File: src/rtl/arm_ctrl_pkg.sv
// arm_ctrl_pkg: shared mode encoding and switch bit indices
package arm_ctrl_pkg;
  typedef enum logic [1:0] {HALTED = 2'd0, STEP = 2'd1, RUN = 2'd2} mode_t;
  localparam int IDX_HALT = 0;
  localparam int IDX_STEP = 1;
  localparam int IDX_RUN = 2;
  localparam int IDX_LEDSEL = 3;
  localparam int IDX_CLR = 4;
  localparam int N_SW = 5;
endpackage

File: src/rtl/arm_step_ctrl_sw_debounce.sv
// sw_debounce: two-flop synchroniser, stability counter, debounced level and rising-edge pulse
module sw_debounce #(
  parameter int DEB_CYCLES = 4
) (
  input  logic clk,
  input  logic rst,
  input  logic raw,
  output logic deb,
  output logic rise
);
  localparam int CW = $clog2(DEB_CYCLES);
  logic s1, s2;
  logic [CW-1:0] cnt;
  logic hit;
  assign hit = (s2 != deb) && (cnt == CW'(DEB_CYCLES - 1));
  always_ff @(posedge clk) begin
    if (rst) begin
      s1 <= 1'b0;
      s2 <= 1'b0;
      cnt <= '0;
      deb <= 1'b0;
      rise <= 1'b0;
    end else begin
      s1 <= raw;
      s2 <= s1;
      cnt <= (s2 == deb || hit) ? '0 : cnt + 1'b1;
      deb <= hit ? s2 : deb;
      rise <= hit & s2;
    end
  end
endmodule

File: src/rtl/arm_step_ctrl.sv
// arm_step_ctrl: debounced halt/step/run sequencer for the core clock enable with cycle counter and LED mux
module arm_step_ctrl
  import arm_ctrl_pkg::*;
#(
  parameter int SW_W = 8,
  parameter int DEB_CYCLES = 4,
  parameter int RUN_DIV = 4,
  parameter int CNT_W = 16
) (
  input  logic             clk,
  input  logic             rst,
  input  logic [SW_W-1:0]  SW,
  input  logic [7:0]       cpu_leds,
  output logic             cpu_en,
  output logic [7:0]       LEDS,
  output logic [1:0]       mode,
  output logic [CNT_W-1:0] cycle_cnt
);
  localparam int DIV_W = RUN_DIV > 1 ? $clog2(RUN_DIV) : 1;
  mode_t state, state_n;
  logic [DIV_W-1:0] div, div_n;
  logic en_n, clr;
  logic [N_SW-1:0] deb, rise;
  logic unused_ok;
  for (genvar i = 0; i < N_SW; i++) begin : g_sw
    sw_debounce #(.DEB_CYCLES(DEB_CYCLES)) u_deb (
      .clk(clk),
      .rst(rst),
      .raw(SW[i]),
      .deb(deb[i]),
      .rise(rise[i])
    );
  end
  assign unused_ok = ^{SW[SW_W-1:N_SW], deb[IDX_HALT], deb[IDX_STEP], deb[IDX_RUN], deb[IDX_CLR], rise[IDX_LEDSEL]};
  assign mode = state;
  always_comb begin
    state_n = state == STEP ? HALTED :
              state == RUN  ? (rise[IDX_HALT] ? HALTED : RUN) :
              rise[IDX_HALT] ? HALTED :
              rise[IDX_STEP] ? STEP :
              rise[IDX_RUN]  ? RUN : HALTED;
    clr = state == HALTED && rise[IDX_CLR] && !(rise[IDX_HALT] || rise[IDX_STEP] || rise[IDX_RUN]);
    div_n = (state == RUN && state_n == RUN && div != DIV_W'(RUN_DIV - 1)) ? div + 1'b1 : '0;
    en_n = state_n == STEP || (state_n == RUN && div_n == '0);
  end
  always_ff @(posedge clk) begin
    if (rst) begin
      state <= HALTED;
      div <= '0;
      cpu_en <= 1'b0;
    end else begin
      state <= state_n;
      div <= div_n;
      cpu_en <= en_n;
    end
  end
  always_ff @(posedge clk) begin
    if (rst) begin
      cycle_cnt <= '0;
      LEDS <= '0;
    end else begin
      cycle_cnt <= clr ? '0 : (cpu_en && cycle_cnt != '1) ? cycle_cnt + 1'b1 : cycle_cnt;
      LEDS <= deb[IDX_LEDSEL] ? cycle_cnt[7:0] : cpu_en ? cpu_leds : LEDS;
    end
  end
endmodule
File: config.mk
export PLATFORM = sky130hd
export DESIGN_NAME = arm_step_ctrl
export DESIGN_NICKNAME = d
export VERILOG_FILES = /design/src/rtl/arm_ctrl_pkg.sv /design/src/rtl/arm_step_ctrl_sw_debounce.sv /design/src/rtl/arm_step_ctrl.sv
export SDC_FILE = /design/constraint.sdc
export NUM_CORES = 1
export LEC_CHECK = 0
export CAP_MARGIN = 20
export CORE_MARGIN = 4
export CORE_UTILIZATION = 40
export CTS_CLUSTER_DIAMETER = 100
export DETAILED_ROUTE_END_ITERATION = 8
export MAX_ROUTING_LAYER = met4
export SLEW_MARGIN = 5
export SYNTH_ARGS = -nofsm -noshare
export SYNTH_HDL_FRONTEND = slang
export SYNTH_SLANG_ARGS = --single-unit
File: constraint.sdc
create_clock -name clk -period 5.42 [get_ports clk]
set_input_delay 0.813 -clock clk [delete_from_list [all_inputs] [get_ports clk]]
set_output_delay 0.813 -clock clk [all_outputs]
set_load 0.03 [all_outputs]
; Word-level counts from Yosys, hierarchy flattened
; Cells that the tools add are included.
[totals]
register_bits = 58
output_inout_bits = 27
word_cells = 99
inputBits = 18
[op_classes]
mux = 9
n_eq_ne = 21
bitwise = 4
addsub = 7
reduce_logical = 29
[ops]
columns = operator, count
row1 = 16-bit by 1-bit adder with 16-bit output (second input constant), 1
row2 = 8-bit 2-to-1 mux, 2
row3 = 16-bit != test (second input constant), 1
row4 = 2-bit == test (second input constant), 7
row5 = 2-bit 2-to-1 mux, 7
row6 = 2-bit by 1-bit adder with 2-bit output (second input constant), 6
row7 = 2-bit OR reduction, 6
row8 = 1-bit logical AND, 11
row9 = 1-bit logical OR, 8
row10 = 1-bit == test, 5
row11 = 1-bit != test, 5
row12 = 1-bit bitwise AND, 4
row13 = 2-bit by 1-bit == test with 1-bit output (second input constant), 2
row14 = 2-bit zero test, 2
row15 = 2-bit != test (second input constant), 1
row16 = 2-bit nonzero test, 1
row17 = 1-bit zero test, 1

; Longest topological paths before layout
[logic_depth]
ltp_word = 12
ltp_mapped = 6
ltp_nobuf = 5

; By module
; Synthesis repeated with hierarchy kept, for this count alone.
[unflattened]
hier_cells = 243
area_unflattened_um2 = 2426.1
[modules_own_cells]
columns = module, cells_each, instances, seq_area_each_um2, area_each_um2
row1 = arm_step_ctrl, 168, 1, 580.6, 1418.9
row2 = sw_debounce, 15, 5, 120.1, 201.4

; Worst setup path before layout
; No wires, ideal clock.
[synth_timing]
path_type = register -> register
start = reg cycle_cnt[5]
end = reg cycle_cnt[15]
t_arrival_ps = 1969
path_buffers = 0
stages_incl_launch_ff = 5
path_slack_ps = 3381
synth_period_minus_slack_ps = 2039
setup_ps = 70
required_time_ps = 5350
path_cell_list = dfxtp_1 nand4_2 or4_4 or4_1 a21oi_1
[synth_between]
elab_chain_cells = 2
elab_cells_between_ends = 3
cone_classes = add/sub: 1 / eq/ne: 1 / reduce/logical: 1
[synth_rtl]
columns = element, line_no
row1 = from (decl), arm_step_ctrl.sv:17  ; output logic [CNT_W-1:0] cycle_cnt
row2 = from (signal assigned), arm_step_ctrl.sv:62  ; cycle_cnt <= clr ? '0 : (cpu_en && cycle_cnt != '1) ? cycle_cnt + 1'b1 : cycle_cnt;
row3 = "parallel branches: the longest is 2 deep, another holds 16-bit by 1-bit adder with 16-bit output", n/a
; Several ways; the timed one is not identified.
; A chain may end at the register's enable or synchronous reset.

; Worst setup path in the final report
[layout_timing]
start = reg cpu_en
end = out cpu_en
[layout_rtl]
columns = element, line_no
row1 = from (decl), arm_step_ctrl.sv:14  ; output logic cpu_en,
row2 = from (signal assigned), arm_step_ctrl.sv:54  ; cpu_en <= en_n;
; No word-level cell between the ends.

==> flow_metrics.tcl <==
set metrics [dict create \
    syn_to_final_growth_pct 30.3 \
    powerDensity_mw_per_mm2 296 \
    fillers 529 \
    cts_hold_buf 0 \
    placed_cells 348 \
    reg2reg_to "cycle_cnt[6]$_SDFFE_PP0P_" \
    synth-simple-area-share_pct 22.4 \
    ys_types 37 \
    htreeDepth 3 \
    synthMuxAreaShare_pct 6.08 \
    cts_buffers 9 \
    avgSynthCellArea_sq_um 9.52 \
    fp.dieArea_sq_mm 0.00704 \
    dr.pass1.iters 4 \
    post-route-period-util_pct 49.1 \
    initial_core_util_pct 41.6 \
    yosysSeqAreaShare_pct 50.4 \
    max_cap_viol_count 0 \
    power_uw 889 \
    drive_gt1_share_pct 7.19 \
    route.detailed.drc 0 \
    worstHoldPathType "reg2reg" \
    core_area_sq_mm 0.00554 \
    dieHeight_um 83.9 \
    ff2ff_path_depth 4 \
    synth_area_sq_mm 0.00230 \
    wl_mm 4.36 \
    crit_chain "clkdlybuf4s50_1" \
    cts.sinks 58 \
    p_leak_uw 0.00108 \
    cts_tree "yes" \
    min_to "g_sw[4].u_deb.cnt[0]$_SDFF_PP0_" \
    grt_pass1_wl_mm 7.31 \
    cp.depth 1 \
    r2r_slack_ns 3.36 \
    grt_util_all_layers_pct 13.4 \
    finish.utilization_pct 54.2 \
    crit_family "buffers and inverters" \
    place_congestion 0.770 \
    crit_required_ns 4.61 \
    critical_path_arrival_ns 1.85 \
    antenna_left 0 \
    synth_xor_area_share_pct 2.66 \
    cp_max_fo 12 \
    yosys_warnings 0 \
    diodes 0 \
    crit_path_start_kind "flip-flop" \
    outcome "finished clean" \
    final_nets 312 \
    portBuffers 41 \
    crit_slowest_cell "clkdlybuf4s50_1" \
    multi_input_comb_area_sq_mm 0.00107 \
    ir_drop_mv 0.158 \
    startpoint "cpu_en$_SDFF_PP0_" \
    tns_ns 0 \
    ys_ff_latch 58 \
    grt_overflow_total 0 \
    clk_latency_ns 0.33 \
    grt_max_degree 40 \
    worst_slew_pin_slew_ns 0.936 \
    path_clk_slew_ns 0.06 \
    vias 1832 \
    hp-start "g_sw[4].u_deb.cnt[0]$_SDFF_PP0_" \
    synth_compound_area_share_pct 11.5 \
    timing.fmax_ghz 0.376 \
    setup_viol 0 \
    rsz0062_at_grt "false" \
    max_stage_delay_ns 0.79 \
    netlist_instances 242 \
    area.sequential_sq_mm 0.00116 \
    cts_max_path_buffers 2 \
    grt_pass1_vias 1628 \
    critPathKind "reg2out" \
    post-route-min-period_ns 2.66 \
    synth_fp_nets 267 \
    detailed_place_hpwl_mm 2.99 \
    synth_fa_ha_area_share_pct 3.80 \
    dieWidth_um 83.9 \
    finClkSkew_ns 0.0102 \
    avgViaCountPerCell 5.03 \
    wire_per_inst_um 12.0 \
    root_buffer "clkbuf_8" \
    antenna_found_initial 0 \
    slew_headroom_pct 36.8 \
    cp_num_buf_inv 1 \
    cts_setup_buffers 0 \
    hold_viol_final 0 \
    whs_ns 0.416 \
    ios 45 \
    drt_iter0_drc 77 \
    final_cells 364 \
    rows 27 \
    synth_top_family_by_area "simple AND/OR/NAND/NOR gates" \
    r2r-start "cpu_en$_SDFF_PP0_" \
    slew_violations 0 \
    cp-end-kind "primary output" \
    cts_resized 0 \
    hold_depth 1 \
]
==> layout make-up <==
cell class,count,area share (%)
clock buffers,11,4.71
well taps,72,3.00
multi-input cells,165,35.6
clock inverters,5,2.58
flip-flops and latches,58,38.7
inverters,10,1.25
repair buffers,43,14.2
==> per-stage QoR <==
| stage | cell area, sq um | setup WS [ns] |
|---|---|---|
| after floorplan | 2300 | 3.38 |
| after CTS | 3000 | 2.73 |
| final | 3000 | 2.76 |
| after global routing | 3000 | 2.69 |
| after detailed placement | 2780 | 3.07 |
| after global placement | 2780 | 3.06 |
==> layer usage <==
metal	GRT usage (%)	vias to the layer above	part of all wire (%)
met5	-	-	0
met3	3.85	12	3.7
li1	-	954	-
met2	20.2	32	44
met4	7.89	0	2.6
met1	15.9	834	50
==> cells in the final DEF (no fill, tap or decap), types with 2 or more instances in the layout <==
cell type / instances
nand2_1: 6
or3_1: 12
nand3_1: 5
clkdlybuf4s50_1: 41
nor2b_1: 11
a21oi_1: 21
a211oi_1: 2
nor2_1: 35
inv_1: 10
or4_1: 5
and4_1: 2
xnor2_1: 6
clkinv_2: 2
bufinv_16: 2
clkbuf_8: 10
buf_4: 2
o31ai_1: 5
mux2i_1: 14
dfxtp_1: 58
o21ai_0: 7
nor3_1: 3
nand4_1: 5
nor4bb_1: 4
ha_1: 7
==> report_power, final <==
part	internal, uW	switching [uW]
clock network	270	163
logic	13.7	9.29
registers	431	1.99
total	714	175
==> state kept, by name, summed over array words and instances, names as in the netlist <==
register,cells
g_sw.u_deb.s1,5
mode,2
g_sw.u_deb.cnt,10
g_sw.u_deb.deb,5
g_sw.u_deb.rise,4
LEDS,8
g_sw.u_deb.s2,5
div,2
cycle_cnt,16
cpu_en,1
==> cell usage after synthesis (all sizes together) <==
| library cell | instances | share of area (%) |
|---|---|---|
| mux2i | 14 | 6.1 |
| nand4 | 6 | 1.9 |
| a21oi | 21 | 4.6 |
| buf | 3 | 0.60 |
| o311ai | 1 | 0.38 |
| and4 | 2 | 0.76 |
| clkbuf | 6 | 0.98 |
| nand3 | 5 | 1.1 |
| o31ai | 5 | 1.6 |
| o211a | 1 | 0.43 |
| a21o | 1 | 0.33 |
| or3 | 12 | 3.3 |
| inv | 10 | 1.6 |
| or2 | 1 | 0.27 |
| and3 | 1 | 0.27 |
| dfxtp | 58 | 50 |
| xnor2 | 6 | 2.3 |
| nand3b | 1 | 0.33 |
| or4 | 6 | 2.1 |
| nor3 | 3 | 0.65 |
| nor2b | 11 | 3.0 |
| nor4bb | 4 | 1.7 |
| o211ai | 1 | 0.33 |
| o21ai | 8 | 1.7 |
| nor4b | 1 | 0.38 |
| nand2 | 6 | 0.98 |
| xor2 | 1 | 0.38 |
| ha | 7 | 3.8 |
| o41ai | 2 | 1.1 |
| nor2 | 35 | 5.7 |
| a211oi | 2 | 0.65 |
| a22oi | 1 | 0.33 |
==> worst max-delay path by stage <==
stage               slack, ns                          to
floorplan                3.38  cycle_cnt[15]$_SDFFE_PP0P_
global placement         3.06   cycle_cnt[1]$_SDFFE_PP0P_
detailed placement       3.07   cycle_cnt[1]$_SDFFE_PP0P_
CTS                      2.73                      cpu_en
global route             2.69                      cpu_en
finish                   2.76                      cpu_en
==> kinds of logic after synthesis <==
family | after synthesis
and+or+nand+nor | 94
adders and majority gates | 7
xor gates and xnor gates | 7
muxes | 14
DFF | 58
buffers and inverters | 19
AOI/OAI and AO/OA | 43
(Power assumes the default switching activity.)
